--- config.mk ---
export PLATFORM = sky130hd
export DESIGN_NAME = fwd_hazard_ctrl
export DESIGN_NICKNAME = d
export VERILOG_FILES = /design/src/rtl/pipe_pkg.sv /design/src/rtl/fwd_sel_cmp.sv /design/src/rtl/fwd_hazard_ctrl.sv
export SDC_FILE = /design/constraint.sdc
export NUM_CORES = 1
export LEC_CHECK = 0
export CAP_MARGIN = 10
export CORE_MARGIN = 2
export CORE_UTILIZATION = 53
export CTS_BUF_LIST = sky130_fd_sc_hd__clkbuf_4
export CTS_CLUSTER_DIAMETER = 30
export DETAILED_ROUTE_END_ITERATION = 6
export PLACE_DENSITY = 0.87
export REMOVE_ABC_BUFFERS = 1
export SKIP_LAST_GASP = 1
export SYNTH_ARGS = -nofsm -noshare
export SYNTH_HDL_FRONTEND = slang
export SYNTH_SLANG_ARGS = --single-unit
--- constraint.sdc ---
create_clock -name clk -period 2.7 [get_ports clk]
set_clock_uncertainty 0.1 [all_clocks]
set_input_delay 0.54 -clock clk [delete_from_list [all_inputs] [get_ports clk]]
set_output_delay 0.54 -clock clk [all_outputs]
set_load 0.1 [all_outputs]
--- src/rtl/pipe_pkg.sv ---
// pipe_pkg: shared constants for the pipeline forwarding/hazard logic
package pipe_pkg;
  localparam int REG_AW = 5;
  localparam logic [1:0] FWD_RF    = 2'b00;
  localparam logic [1:0] FWD_EXMEM = 2'b01;
  localparam logic [1:0] FWD_MEMWB = 2'b10;
  localparam logic [1:0] FWD_IMM   = 2'b11;
  typedef enum logic [0:0] {RUN = 1'b0, LU_STALL = 1'b1} lu_state_e;
endpackage

--- src/rtl/fwd_sel_cmp.sv ---
// fwd_sel_cmp: picks the forwarding source for one operand, youngest writer first
module fwd_sel_cmp
  import pipe_pkg::*;
(
  input  logic [REG_AW-1:0] src,
  input  logic              use_src,
  input  logic              ex_vld,
  input  logic              ex_wr,
  input  logic [REG_AW-1:0] ex_rd,
  input  logic              mem_vld,
  input  logic              mem_wr,
  input  logic [REG_AW-1:0] mem_rd,
  output logic [1:0]        sel
);
  always_comb
    sel = (!use_src || src == '0) ? FWD_RF :
          (ex_vld && ex_wr && ex_rd == src) ? FWD_EXMEM :
          (mem_vld && mem_wr && mem_rd == src) ? FWD_MEMWB : FWD_RF;
endmodule

--- src/rtl/fwd_hazard_ctrl.sv ---
// fwd_hazard_ctrl: ID-stage tag pipeline, load-use stall FSM and registered EX mux selects
module fwd_hazard_ctrl
  import pipe_pkg::*;
(
  input  logic              clk,
  input  logic              rst,
  input  logic              hold,
  input  logic              ex_flush,
  input  logic              id_valid,
  input  logic [REG_AW-1:0] id_rs,
  input  logic [REG_AW-1:0] id_rt,
  input  logic              id_use_rs,
  input  logic              id_use_rt,
  input  logic              id_use_imm,
  input  logic [REG_AW-1:0] id_rd,
  input  logic              id_reg_write,
  input  logic              id_mem_read,
  output logic              stall,
  output logic              ex_bubble,
  output logic [1:0]        fwd_a_sel,
  output logic [1:0]        fwd_b_sel
);
  lu_state_e state_q, state_d;
  logic ex_vld_q, ex_vld_d, ex_wr_q, ex_wr_d, ex_ld_q, ex_ld_d;
  logic mem_vld_q, mem_vld_d, mem_wr_q, mem_wr_d;
  logic [REG_AW-1:0] ex_rd_q, ex_rd_d, mem_rd_q, mem_rd_d;
  logic ex_bubble_q, ex_bubble_d;
  logic [1:0] fwd_a_q, fwd_a_d, fwd_b_q, fwd_b_d, sel_a, sel_b;
  logic lu, issue;
  fwd_sel_cmp u_cmp_a (
    .src(id_rs), .use_src(id_use_rs),
    .ex_vld(ex_vld_q), .ex_wr(ex_wr_q), .ex_rd(ex_rd_q),
    .mem_vld(mem_vld_q), .mem_wr(mem_wr_q), .mem_rd(mem_rd_q),
    .sel(sel_a)
  );
  fwd_sel_cmp u_cmp_b (
    .src(id_rt), .use_src(id_use_rt),
    .ex_vld(ex_vld_q), .ex_wr(ex_wr_q), .ex_rd(ex_rd_q),
    .mem_vld(mem_vld_q), .mem_wr(mem_wr_q), .mem_rd(mem_rd_q),
    .sel(sel_b)
  );
  // In LU_STALL, EX holds the bubble, so the re-presented instruction cannot re-trigger lu
  always_comb begin
    lu = id_valid && ex_vld_q && ex_ld_q && ex_wr_q && ex_rd_q != '0 &&
         ((id_use_rs && id_rs == ex_rd_q) || (id_use_rt && id_rt == ex_rd_q));
    stall = state_q == RUN && lu && !ex_flush && !hold;
    issue = id_valid && !ex_flush && !stall;
    state_d = stall ? LU_STALL : RUN;
    mem_vld_d = ex_vld_q;
    mem_wr_d = ex_wr_q;
    mem_rd_d = ex_rd_q;
    ex_vld_d = issue;
    ex_wr_d = issue && id_reg_write;
    ex_ld_d = issue && id_mem_read;
    ex_rd_d = id_rd;
    ex_bubble_d = !issue;
    fwd_a_d = issue ? sel_a : FWD_RF;
    fwd_b_d = !issue ? FWD_RF : id_use_imm ? FWD_IMM : sel_b;
  end
  always_ff @(posedge clk) begin
    if (rst) begin
      state_q <= RUN;
      ex_vld_q <= 1'b0;
      ex_wr_q <= 1'b0;
      ex_ld_q <= 1'b0;
      ex_rd_q <= '0;
      mem_vld_q <= 1'b0;
      mem_wr_q <= 1'b0;
      mem_rd_q <= '0;
      ex_bubble_q <= 1'b1;
      fwd_a_q <= FWD_RF;
      fwd_b_q <= FWD_RF;
    end else if (!hold) begin
      state_q <= state_d;
      ex_vld_q <= ex_vld_d;
      ex_wr_q <= ex_wr_d;
      ex_ld_q <= ex_ld_d;
      ex_rd_q <= ex_rd_d;
      mem_vld_q <= mem_vld_d;
      mem_wr_q <= mem_wr_d;
      mem_rd_q <= mem_rd_d;
      ex_bubble_q <= ex_bubble_d;
      fwd_a_q <= fwd_a_d;
      fwd_b_q <= fwd_b_d;
    end
  end
  assign ex_bubble = ex_bubble_q;
  assign fwd_a_sel = fwd_a_q;
  assign fwd_b_sel = fwd_b_q;
endmodule
==> impl_metrics.toml, run 1 <==
[outcome]
run_status = "finished, final reports clean"

[clock_network]
clock-sinks = 21
htree_num_levels = 1
cts_setup_buffers = 0
hold_buffers = 0
insertion_delay_ns = 0.31
clk_pin_slew_ns = 0.11
root_buffer = "clkbuf_4"
cts_buffer_depth = 2
numCtsBuffers = 3
cts_tree = "built"

[placed_design]
hpwl_um = 2066
place_congestion = 0.9158
place.port_buffers = 30
dp_cells = 175
dpl_cell_area_um2 = 1465

[sta]
worst_slew_pin_slew_ns = 0.2792
finalMaxSlewViolations = 0
hold_viol_final = 0
min_period_ns = 2.627
finalSetupViolations = 0
relSlewSlack = 0.8119
hold_ws_ns = 0.3688
rsz0062_at_grt = "false"
fmaxAchievable_mhz = 380.6
setup-tns-final_ns = 0
min_period_over_period = 0.9731

[critical_path]
cp-start-kind = "input pin"
end_kind = "output pin"
reg2reg_to = "fwd_a_sel[0]"
cp_data_required_time_ns = 2.06
critPathArrivalTime_ns = 1.99
path_max_fanout = 3
r2r_slack_ns = 0.88
critical_path_class = "input pin to output pin"
reg2reg_from = "ex_rd_q[4]"
r2r_cells = 4

[pwr]
p_seq_frac = 0.527
switchingPower_mw = 0.1749
p_clk_frac = 0.263
power_frac_comb = 0.210
swShare = 0.2766
peakVddDrop_mv = 0.3073
p_total_mw = 0.6324
p_per_area_nw_per_um2 = 419.4
p_int_mw = 0.4574
p_leak_nw = 0.5821

[flow_run]
max_cap_violations = 0

[min_path]
min-delay-start = "fwd_a_sel[1]"
hold_end = "fwd_a_sel[1]"
min_path_cells = 2
hold_class = "register to register"

[grt]
antenna_found_initial = 0
grt_overflow = 0
grt_pass1_wl_um = 4443
grt_max_degree = 21
grt_pass1_vias = 1031
track_usage = 0.2333

[routing]
ant_nets = 0
routed_wl_um = 2575
wire_per_inst_um = 14.39
drcViolationCount = 0
dr.pass1.iters = 4
vias = 984
via_per_inst = 5.497
dr.first_iter.drc_count = 11

[final_layout]
nNetsFinal = 178
multi_input_area_um2 = 695.7
register_area_um2 = 420.4
most-common-layout-cells = "clkdlybuf4s50_1 (24), dfxtp_1 (21), nor2_1 (14), xor2_1 (12), mux2i_1 (12)"
drive_gt1_frac = 0.1579
fillCellCount = 137
n_antenna_cell = 0
area_delta_synth_final_pct = 34.49
mostFrequentLayoutCell = "clkdlybuf4s50_1"
finalNonFillerCells = 179
stdcell_area_um2 = 1508

[floorplanning]
die_w_um = 49.99
pin_count = 31
core_um2 = 1982
rows = 16
die_y_um = 49.99
die_area_um2 = 2499
start_util = 0.5657

[yosys]
synth_seq_cells = 21
avgSynthCellArea_um2 = 9.501
yosysUniqueCellTypes = 31
yosysSeqAreaShare = 0.3750
syn_area_um2 = 1121
syn_inst = 118
yosys_warnings = 0
power groups by stage:
stage,sequential (mW),clock [mW],combinational [mW]
2_1_floorplan,0.346,0,0.0541
3_3_place_gp,0.339,0,0.125
3_5_place_dp,0.340,0,0.130
4_1_cts,0.333,0.166,0.133
5_1_grt,0.335,0.180,0.144
6_report,0.333,0.167,0.133
state kept, by name, summed over array words and instances (netlist names):
signal and flops:
ex_bubble 1, ex_ld_q 1, ex_rd_q 5, ex_vld_q 1, ex_wr_q 1, fwd_a_sel 2
fwd_b_sel 2, mem_rd_q 5, mem_vld_q 1, mem_wr_q 1, state_q 1
cells in the mapped netlist:
library cell / n / area, µm²
a211oi_1: 1 / 7.510
a21o_1: 1 / 7.510
a21oi_1: 3 / 15.01
a221oi_1: 1 / 8.760
a32oi_2: 1 / 16.27
and4b_1: 1 / 10.01
buf_1: 1 / 3.750
buf_2: 2 / 10.01
clkbuf_1: 1 / 3.750
dfxtp_1: 21 / 420.4
mux2i_1: 12 / 120.1
nand2_1: 10 / 37.54
nand2b_1: 1 / 6.260
nand4_1: 4 / 25.02
nor2_1: 15 / 56.30
nor2b_1: 3 / 18.77
nor3_1: 3 / 15.01
nor3b_1: 1 / 7.510
nor3b_4: 1 / 18.77
nor4_1: 1 / 6.260
o211ai_1: 2 / 15.01
o211ai_4: 1 / 21.27
o21ai_0: 3 / 15.01
o21ai_4: 1 / 16.27
o21ba_2: 1 / 10.01
o31ai_1: 2 / 15.01
o31ai_2: 1 / 12.51
or4_1: 2 / 15.01
or4_4: 1 / 11.26
xnor2_1: 8 / 70.07
xor2_1: 12 / 105.1
per-stage QoR:
stage	setup slack [ns]	util
final	0.07255	0.7607
after global routing	0.01572	0.7607
after CTS	0.008370	0.7595
after detailed placement	-0.01135	0.7393
after global placement	0.01684	0.7393
after floorplan	-0.3704	-
layer usage:
layer  up-vias  global-route usage  part of all wire
li1        486                   -                 -
met4         0             0.09259             0.021
met2        38              0.4211              0.53
met5         -                   0                 0
met3         7             0.03636             0.045
met1       453              0.2703              0.41
how the worst max path moves through the flow:
stage	startpoint	end	slack (ns)	depth (start not counted)
floorplan	id_rt[2]	stall	-0.37	4
global placement	id_rt[2]	stall	0.02	6
detailed placement	id_rt[2]	stall	-0.01	6
CTS	id_rs[0]	stall	0.008	6
global route	id_rs[0]	stall	0.02	6
finish	id_rs[0]	stall	0.07	6
cell type report:
type                            count  share of cell area
Clock buffer                        4             0.01992
Timing Repair Buffer               34              0.2174
Multi-Input combinational cell     93              0.4614
Sequential cell                    21              0.2788
Tap cell                           27             0.02241
critical path, cell delays in order:
cell and delay (ns):
clkdlybuf4s50_1 0.48, xor2_1 0.19, nor3b_1 0.29, a32oi_2 0.12, nor2_2 0.16, buf_12 0.19
cell families (layout without fill, tap and decap cells):
kind of cell	Yosys count	after routing	synth area share
muxes	12	12	0.1071
DFF	21	21	0.3750
buffers and inverters	4	38	0.01562
and+or+nand+nor	43	43	0.2031
xor gates and xnor gates	20	20	0.1563
AOI/OAI and AO/OA	18	18	0.1429
what timing repair did:
item,CTS,global route
gates cloned,0,0
endpoints found under the setup margin,1,1
gates resized for setup,2,1
Note: power is estimated with default switching activity, not from simulation.
==> run 2, diff against run 1 <==
- CELL_PAD_IN_SITES_DETAIL_PLACEMENT: unset -> 0
- CELL_PAD_IN_SITES_GLOBAL_PLACEMENT: unset -> 1
- CORE_UTILIZATION: 53 -> 39
- PLACE_DENSITY: 0.87 -> unset
- PLACE_DENSITY_LB_ADDON: unset -> 0.1
- SETUP_SLACK_MARGIN: unset -> 0.05
==> impl_metrics.toml, run 2 (synthesis gave the netlist of run 1 again) <==
[clock_network]
cts_setup_buffers = 0
cts_tree = "built"
hold_buffers = 0
clk_pin_slew_ns = 0.11
numCtsBuffers = 3
cts_buffer_depth = 2
htree_num_levels = 1
root_buffer = "clkbuf_4"
clock-sinks = 21
insertion_delay_ns = 0.29

[floorplanning]
rows = 19
die_y_um = 57.62
pin_count = 31
core_um2 = 2734
die_area_um2 = 3319
die_w_um = 57.62
start_util = 0.4101

[pwr]
p_total_mw = 0.6240
p_leak_nw = 0.6013
peakVddDrop_mv = 0.2857
p_per_area_nw_per_um2 = 404.5

[grt]
track_usage = 0.1656
grt_overflow = 0
grt_pass1_vias = 991
met1_usage = 0.2207
grt_pass1_wl_um = 4347
met3_usage = 0.03348
busiest_layer = "met2"
antenna_found_initial = 0
grt_max_degree = 21
use_met2 = 0.2711

[routing]
vias = 976
ant_nets = 0
dr.pass1.iters = 4
via_per_inst = 5.219
wire_per_inst_um = 13.36
drcViolationCount = 0
dr.first_iter.drc_count = 25
routed_wl_um = 2498

[sta]
fmaxAchievable_mhz = 390.9
worst_slew_pin_slew_ns = 0.2826
min_period_ns = 2.558
min_period_over_period = 0.9474
hold_viol_final = 0
rsz0062_at_grt = "false"
finalMaxSlewViolations = 0
finalSetupViolations = 0
relSlewSlack = 0.8116

[critical_path]
critical_path.cell_chain = "clkdlybuf4s50_1 -> xor2_1 -> nor3b_1 -> a32oi_2 -> nor2_2 -> buf_12"
end_kind = "output pin"
cp_num_buf_inv = 2
critical_path_class = "input pin to output pin"
cp_data_required_time_ns = 2.06
critical_path.top_delay_family = "buffers and inverters"
path_max_fanout = 3
cpPeakStageDelay_ns = 0.48
cp-start-kind = "input pin"
slowest_stage = "clkdlybuf4s50_1"
critPathArrivalTime_ns = 1.92

[min_path]
hold_class = "register to register"

[flow_run]
max_cap_violations = 0

[outcome]
run_status = "finished, final reports clean"

[final_layout]
nNetsFinal = 182
reg_top3 = "ex_rd_q (5), mem_rd_q (5)"
drive_gt1_frac = 0.1795
mostFrequentLayoutCell = "clkdlybuf4s50_1"
finalNonFillerCells = 187
most-common-layout-cells = "clkdlybuf4s50_1 (24), dfxtp_1 (21), nor2_1 (14), buf_4 (13)"
n_antenna_cell = 0
area_delta_synth_final_pct = 37.61
fillCellCount = 249

[placed_design]
place.port_buffers = 30
hpwl_um = 1984
place_congestion = 0.8599
dp_cells = 183
run 2: layout make-up:
class                           instances  area, µm²  share of cell area
Clock buffer                            4      30.03             0.01946
Multi-Input combinational cell         93      695.7              0.4509
Sequential cell                        21      420.4              0.2725
Tap cell                               31      38.79             0.02514
Timing Repair Buffer                   38      357.8              0.2320
run 2: metal layers:
metal | wire length, µm | part of all wire
met1 | 1195 | 0.48
met2 | 1160 | 0.46
met3 | 124 | 0.050
met4 | 17 | 0.0068
met5 | 0 | 0
run 2: worst reg2reg max path, stage by stage, from the launching register on:
cell	delay, ns
dfxtp_1	0.39
or4_4	0.57
o211ai_4	0.26
o21ai_4	0.13
o31ai_1	0.25
run 2: final timing paths:
kind,from,end,slack [ns],depth (start not counted)
hold / removal,fwd_a_sel[1],fwd_a_sel[1],0.37,2
setup reg to reg,ex_rd_q[4],fwd_a_sel[1],0.93,4
setup / recovery,id_rs[3],stall,0.14,6
hold reg to reg,fwd_a_sel[1],fwd_a_sel[1],0.37,2
run 2: metrics by stage:
step	hold WS, ns	TNS (ns)	util	cell area [µm²]	setup WS, ns
finish	0.3725	0	0.5643	1543	0.1420
detailed placement	0.3522	0	0.5487	1500	0.01698
floorplan	0.3288	-0.3704	-	1104	-0.3704
CTS	0.3728	0	0.5616	1535	0.06760
global placement	0.3424	0	0.5487	1500	0.008506
global route	0.3865	0	0.5643	1543	0.05309
run 2: what timing repair did:
action	4_1_cts	5_1_grt
resized for setup	1	2
endpoints found under the hold margin	0	0
endpoints found under the setup margin	1	1
run 2: power breakdown:
| part | internal (mW) | switching [mW] | total [mW] |
|---|---|---|---|
| sequential | 0.320 | 0.0129 | 0.333 |
| clock | 0.0675 | 0.0878 | 0.155 |
| combinational | 0.0735 | 0.0625 | 0.136 |
| total | 0.461 | 0.163 | 0.624 |
==> run 3, diff against run 2 <==
- SETUP_SLACK_MARGIN: 0.05 -> 0.1
- SKIP_CTS_REPAIR_TIMING: unset -> 1
==> impl_metrics.toml, run 3 (synthesis gave the netlist of run 1 again) <==
[critical_path]
end_kind = "output pin"
critPathArrivalTime_ns = 1.89
cp-start-kind = "input pin"
r2r_slack_ns = 0.93
reg2reg_from = "ex_rd_q[4]"
reg2reg_to = "fwd_a_sel[1]"
path_max_fanout = 3
r2r_cells = 4
cp_data_required_time_ns = 2.06
critical_path_class = "input pin to output pin"

[pwr]
peakVddDrop_mv = 0.2861
power_frac_comb = 0.225
p_seq_frac = 0.528
switchingPower_mw = 0.1669
swShare = 0.2645
p_per_area_nw_per_um2 = 400.1
p_clk_frac = 0.248
p_leak_nw = 0.6323
p_int_mw = 0.4643

[final_layout]
nNetsFinal = 184
area_delta_synth_final_pct = 40.74
drive_gt1_frac = 0.2089
mostFrequentLayoutCell = "clkdlybuf4s50_1"
reg_top3 = "ex_rd_q (5), mem_rd_q (5)"
most-common-layout-cells = "clkdlybuf4s50_1 (22), dfxtp_1 (21), buf_4 (15), nor2_1 (13), mux2i_1 (12)"
n_antenna_cell = 0

[floorplanning]
die_w_um = 57.62
core_um2 = 2734
rows = 19
pin_count = 31
start_util = 0.4101
die_area_um2 = 3319
die_y_um = 57.62

[routing]
dr.first_iter.drc_count = 22
wire_per_inst_um = 13.40
dr_wl_met2_um = 1194
dr.pass1.iters = 4
ant_nets = 0
drcViolationCount = 0
drt-met1-wl_um = 1203
vias = 974
routed_wl_um = 2533
wl_met3_um = 120
routed.top_layer = "met4"
via_per_inst = 5.153

[sta]
min_period_over_period = 0.9362
finalMaxSlewViolations = 0
fmaxAchievable_mhz = 395.6
worst_slew_pin_slew_ns = 0.3086
rsz0062_at_grt = "false"
finalSetupViolations = 0
hold_viol_final = 0
hold_ws_ns = 0.3719
relSlewSlack = 0.7940
setup-tns-final_ns = 0
min_period_ns = 2.528

[clock_network]
clock-sinks = 21
clk_pin_slew_ns = 0.11
htree_num_levels = 1
insertion_delay_ns = 0.29
numCtsBuffers = 3
cts_tree = "built"
root_buffer = "clkbuf_4"
cts_buffer_depth = 2

[min_path]
min_path_cells = 2
hold_end = "fwd_a_sel[1]"
min-delay-start = "fwd_a_sel[1]"
hold_class = "register to register"

[grt]
grt_max_degree = 21
track_usage = 0.1646
grt_pass1_vias = 979
grt_pass1_wl_um = 4319
grt_overflow = 0
antenna_found_initial = 0

[flow_run]
max_cap_violations = 0

[placed_design]
hpwl_um = 1984
place_congestion = 0.8599
place.port_buffers = 30

[outcome]
run_status = "finished, final reports clean"
## run 3: power by group through the flow
stage	Sequential [mW]	Clock, mW	Combinational (mW)
6_report	0.333	0.156	0.142
5_1_grt	0.335	0.182	0.153
4_1_cts	0.333	0.164	0.134
3_5_place_dp	0.340	0	0.133
3_3_place_gp	0.340	0	0.132
2_1_floorplan	0.346	0	0.0541
## run 3: area by class of cell
class	count	area, µm²
Tap cell	31	38.79
Fill cell	247	1156
Clock buffer	4	30.03
Sequential cell	21	420.4
Timing Repair Buffer	40	377.9
Multi-Input combinational cell	93	710.7
## run 3: critical path, cell delays in order
cell and delay, ns:
clkdlybuf4s50_1 0.46, xor2_1 0.18, nor3_2 0.24, a32oi_2 0.10
nor2_2 0.18, buf_12 0.19
## run 3: metrics by stage
step                cells  power (mW)  cell area [µm²]  utilization  setup slack [ns]
detailed placement    183      0.4735             1500       0.5487           0.01698
global placement      183      0.4723             1500       0.5487          0.008506
floorplan             114      0.3998             1104            -           -0.3704
CTS                   187      0.6306             1530       0.5597           0.01644
global route          189      0.6705             1578       0.5771           0.09624
finish                189      0.6312             1578       0.5771            0.1723
## run 3: worst max-delay path by stage
stage | from | to
after floorplan | id_rt[2] | stall
after global placement | id_rt[4] | stall
after detailed placement | id_rt[2] | stall
after CTS | id_rt[2] | stall
after global routing | id_rs[4] | stall
final | id_rs[4] | stall
## run 3: metal layers
metal,track usage,up-vias
li1,-,496
met1,0.2221,451
met2,0.2662,25
met3,0.03348,2
met4,0.04983,0
met5,0,-
